===== config.mk =====
export PLATFORM = sky130hd
export DESIGN_NAME = rr_arbiter_8
export DESIGN_NICKNAME = d
export VERILOG_FILES = /design/src/rtl/arb_pkg.sv /design/src/rtl/dec3to8_en.sv /design/src/rtl/rr_arbiter_8.sv
export SDC_FILE = /design/constraint.sdc
export NUM_CORES = 1
export LEC_CHECK = 0
export BUFFER_PORTS_ARGS = -buffer_cell sky130_fd_sc_hd__buf_2
export CORE_ASPECT_RATIO = 0.5
export CORE_MARGIN = 2
export CORE_UTILIZATION = 52
export DETAILED_ROUTE_END_ITERATION = 12
export GPL_TIMING_DRIVEN = 0
export PLACE_DENSITY = 0.74
export RECOVER_POWER = 100
export SLEW_MARGIN = 20
export SYNTH_ARGS = -nofsm -noshare
export SYNTH_HDL_FRONTEND = slang
export SYNTH_SLANG_ARGS = --single-unit

===== constraint.sdc =====
create_clock -name clk -period 2.88 [get_ports clk]
set_input_delay 0.576 -clock clk [delete_from_list [all_inputs] [get_ports clk]]
set_output_delay 0.576 -clock clk [all_outputs]
set_load 0.03 [all_outputs]

===== src/rtl/arb_pkg.sv =====
// Shared widths, FSM state type and the round-robin search used by rr_arbiter_8.
package arb_pkg;

  localparam int N_REQ = 8;
  localparam int IDX_W = 3;

  typedef enum logic {
    IDLE  = 1'b0,
    GRANT = 1'b1
  } arb_state_t;

  // First set bit of ereq in the order ptr, ptr+1, ..., ptr+7 (3-bit wrap).
  function automatic logic [IDX_W-1:0] rr_pick(input logic [N_REQ-1:0] ereq,
                                               input logic [IDX_W-1:0] ptr);
    logic [IDX_W-1:0] idx;
    logic [IDX_W-1:0] pick;
    logic             found;
    pick  = ptr;
    found = 1'b0;
    for (int i = 0; i < N_REQ; i++) begin
      idx = ptr + IDX_W'(i);
      if (!found && ereq[idx]) begin
        pick  = idx;
        found = 1'b1;
      end
    end
    return pick;
  endfunction

endpackage


===== src/rtl/dec3to8_en.sv =====
// 3-to-8 one-hot decoder with enable; all outputs low when disabled.
module dec3to8_en
  import arb_pkg::*;
(
  input  logic [IDX_W-1:0] idx,
  input  logic             en,
  output logic [N_REQ-1:0] onehot
);

  assign onehot = en ? (N_REQ'(1) << idx) : '0;

endmodule


===== src/rtl/rr_arbiter_8.sv =====
// Eight-way round-robin arbiter: level-held grants, a turnaround gap between
// owners, and an optional hold-time limit that preempts the current owner.
module rr_arbiter_8
  import arb_pkg::*;
#(
  parameter int MAX_HOLD = 16
) (
  input  logic             clk,
  input  logic             rst_n,
  input  logic [N_REQ-1:0] req,
  input  logic [N_REQ-1:0] cfg_mask,
  output logic [N_REQ-1:0] gnt,
  output logic [IDX_W-1:0] gnt_idx,
  output logic             gnt_valid,
  output logic             preempt
);

  localparam bit         LIMIT_EN  = (MAX_HOLD != 0);
  localparam logic [7:0] HOLD_LAST = 8'(MAX_HOLD - 1);

  arb_state_t       state;
  logic [IDX_W-1:0] ptr;
  logic [7:0]       hold_cnt;
  logic [N_REQ-1:0] ereq;

  assign ereq = req & ~cfg_mask;

  // NOTE: state and outputs are all updated with non-blocking assignments so
  // every term on the right-hand side is the value from before this edge.
  always_ff @(posedge clk) begin
    if (!rst_n) begin
      state     <= IDLE;
      ptr       <= '0;
      hold_cnt  <= '0;
      gnt_idx   <= '0;
      gnt_valid <= 1'b0;
      preempt   <= 1'b0;
    end else begin
      preempt <= 1'b0;
      unique case (state)
        IDLE: begin
          if (ereq != '0) begin
            state     <= GRANT;
            gnt_idx   <= rr_pick(ereq, ptr);
            gnt_valid <= 1'b1;
            hold_cnt  <= '0;
          end
        end
        GRANT: begin
          // Release wins over the limit, so a simultaneous drop never pulses preempt.
          if (!ereq[gnt_idx]) begin
            state     <= IDLE;
            gnt_valid <= 1'b0;
            ptr       <= gnt_idx + IDX_W'(1);
          end else if (LIMIT_EN && hold_cnt == HOLD_LAST) begin
            state     <= IDLE;
            gnt_valid <= 1'b0;
            preempt   <= 1'b1;
            ptr       <= gnt_idx + IDX_W'(1);
          end else if (hold_cnt != 8'hFF) begin
            hold_cnt <= hold_cnt + 8'd1;
          end
        end
        default: state <= IDLE;
      endcase
    end
  end

  dec3to8_en u_dec (
    .idx    (gnt_idx),
    .en     (gnt_valid),
    .onehot (gnt)
  );

endmodule


==> run metrics <==
largest net degree at the start of global routing=12; Commonest cells post-synth=dfxtp_1 (17), nor2_1 (16), mux4_2 (14), nand2_1 (14), mux2i_1 (13); YS warnings=0; Buffers on Ports=30; total power=around 1.7 mW; Final HPWL DP=~3.8 mm; top achievable clock speed=around 0.36 GHz; drt wl/cell=around 17 um; Yosys reg bits=17; TritonCTS clock tree=built; Worst slew margin=0.527; hold path startpoint=state; Comb power frac=0.698; crit path max fanout=9; pwr dens=~760 mW/mm^2; vias in the first global route=between 1500 and 2000; Top FF cell, synth=dfxtp_1; post-synthesis cell area=~0.0020 mm^2; Top Layer Used=met4; Sw Ratio=0.481; total gr overflow=0; DRT Wirelength=between 5 and 6 mm; Worst-path clk slew=around 0.070 ns; Die W=~91 um; Hold Vio Cnt, Final=0; Final Net Count=about 290; Clock Sinks=17; M1 WL=2.33 mm; actual slew at the worst max-slew pin=0.708 ns; # rows=15; post-synth top area cell=dfxtp_1; Total GRT Usage=0.246; FILL cells=300; Clk network pwr share=0.106; CTS Hold Bufs=0; sequential power share=0.196; Post-Synthesis Cells=roughly 220; register area share after synthesis=0.172; first-pass GRT wire length=8.33 mm; asr flop ratio synth=0; 1st-pass router iterations=4; # setup viols final=0; Final Cycle Share=0.953; final max-slew violation count=0; Max-Cap Viols=0; Vias/cell=6.15; Peak VDD IR=0.000439 V; Critical Path RT=3.02 ns; Crit. Startpoint=ptr[0]; Syn-to-layout area delta=15.6%; die area=0.00435 mm^2; core area=around 0.0035 mm^2; post-synth cell types=53; GPL Wtd Cong=~0.96; IO Pins=31; critical path class=flop to flop; initial antenna violation count=0; vias post-DR=1900; Clock Latency Late Sink=roughly 0.26 ns; Post-synth EDFFs=0; Initial Util=0.559; Yosys top cell area share=0.172; Lkg Pwr=roughly 0.9 nW; DRT iter0 DRCs=144; CTS max path bufs=2; outcome=complete, no violations; H-tree Lvls=1; min Tclk post-route=roughly 2.7 ns; top-count cell post-synth=dfxtp_1; diode count=0; CP Capture Type=flop; Vert. Die Dim=approximately 48 um; setup_tns=0 ns; top cells by area, synth=dfxtp_1 (17%), mux4_2 (16%), mux2i_1 (6.6%); WP data arrival=about 2.9 ns; # DRC=0; clk_skew=about 0.0074 ns; met2 wire len=around 2.5 mm; mean area per synthesized cell=around 9 um^2; share of cells above drive strength 1=0.213; hold slack=slightly below 0.5 ns; Worst Slack Setup Final=about 0.14 ns; Routed met3 length=approximately 330 um; Syn Nets=249; NetSw=about 0.84 mW; DRT antenna net count=0; Worst setup SP type=flop; CTS Buf Count=3; Reg2Reg Launch Point=ptr[0]; Root Driver=clkbuf_8; worst hold path class=flop to flop; pre-CTS setup slack=-0.205 ns; Int Power=just over 0.9 mW
## routing by layer
layer	track usage	vias up
met4	0.0515	0
met1	0.315	923
met3	0.0661	5
met2	0.440	58
li1	-	914
met5	0	-
## state kept, by name, summed over array words and instances (netlist names)
name       count
gnt_valid      1
hold_cnt       8
preempt        1
ptr            3
gnt_idx        3
state          1
## power groups by stage
stage               Sequential, mW  Clock, mW  Combinational (mW)
finish                       0.341      0.185                1.22
global route                 0.348      0.202                1.33
CTS                          0.335      0.193                1.17
detailed placement           0.339          0                1.12
global placement             0.337          0                1.10
floorplan                    0.373          0               0.843
## cell usage in the layout, fill, tap and decap left out, drive strengths merged, types with 10 or more instances in the layout
cell type,netlist,routed
mux2i,14,14
buf,6,23
clkbuf,4,22
and2,10,10
nor2b,12,12
nor2,17,17
mux4,14,14
o21ai,10,10
dfxtp,17,17
nand2,14,14
## worst paths after layout
path | end | slack [ns] | cells after the start
worst max register to register | gnt_idx[2] | 0.14 | 11
worst min register to register | preempt | 0.49 | 2
worst min-delay path | preempt | 0.49 | 2
worst max-delay path | gnt_idx[2] | 0.14 | 11
## stage by stage
| stage | instance area, um^2 | instances | utilization |
|---|---|---|---|
| floorplan | 1980 | 222 | - |
| global placement | 2200 | 303 | 0.619 |
| detailed placement | 2200 | 303 | 0.619 |
| CTS | 2270 | 308 | 0.641 |
| global route | 2290 | 309 | 0.647 |
| finish | 2290 | 309 | 0.647 |
## cell type report
type,count,area [um^2],share of cell area
timing repair buffer,32,146,0.0638
sequential,17,342,0.149
tap,51,63.8,0.0278
multi-input combinational,188,1600,0.699
inverter,7,26.3,0.0115
clock buffer,3,41.3,0.0180
clock inverter,1,7.51,0.00327
buffer,10,62.6,0.0273
## logic make-up (layout without fill, tap and decap cells)
kind of cell / Yosys count / after routing / synth area share
xor gates and xnor gates: 10 / 10 / 0.0517
AOI/OAI and AO/OA: 36 / 36 / 0.134
and+or+nand+nor: 100 / 100 / 0.283
adders and majority gates: 9 / 9 / 0.0568
muxes: 33 / 33 / 0.264
DFF: 17 / 17 / 0.172
buffers and inverters: 17 / 53 / 0.0385
## critical path, cell delays in order, from the launching register on
cell	delay [ns]
dfxtp_1	0.35
buf_6	0.15
inv_1	0.10
buf_6	0.13
ha_4	0.19
xor2_4	0.20
mux4_2	0.56
mux2i_4	0.23
and4b_4	0.31
nand4_1	0.13
a41oi_2	0.19
o21ai_1	0.08
## what timing repair did
| action | in CTS | in global routing |
|---|---|---|
| gates resized for setup | 5 | 6 |
| setup buffers | 1 | 1 |
| setup endpoints to repair | 3 | 6 |
| pin swaps | 2 | 1 |
Power figures use the tool's default switching activity.
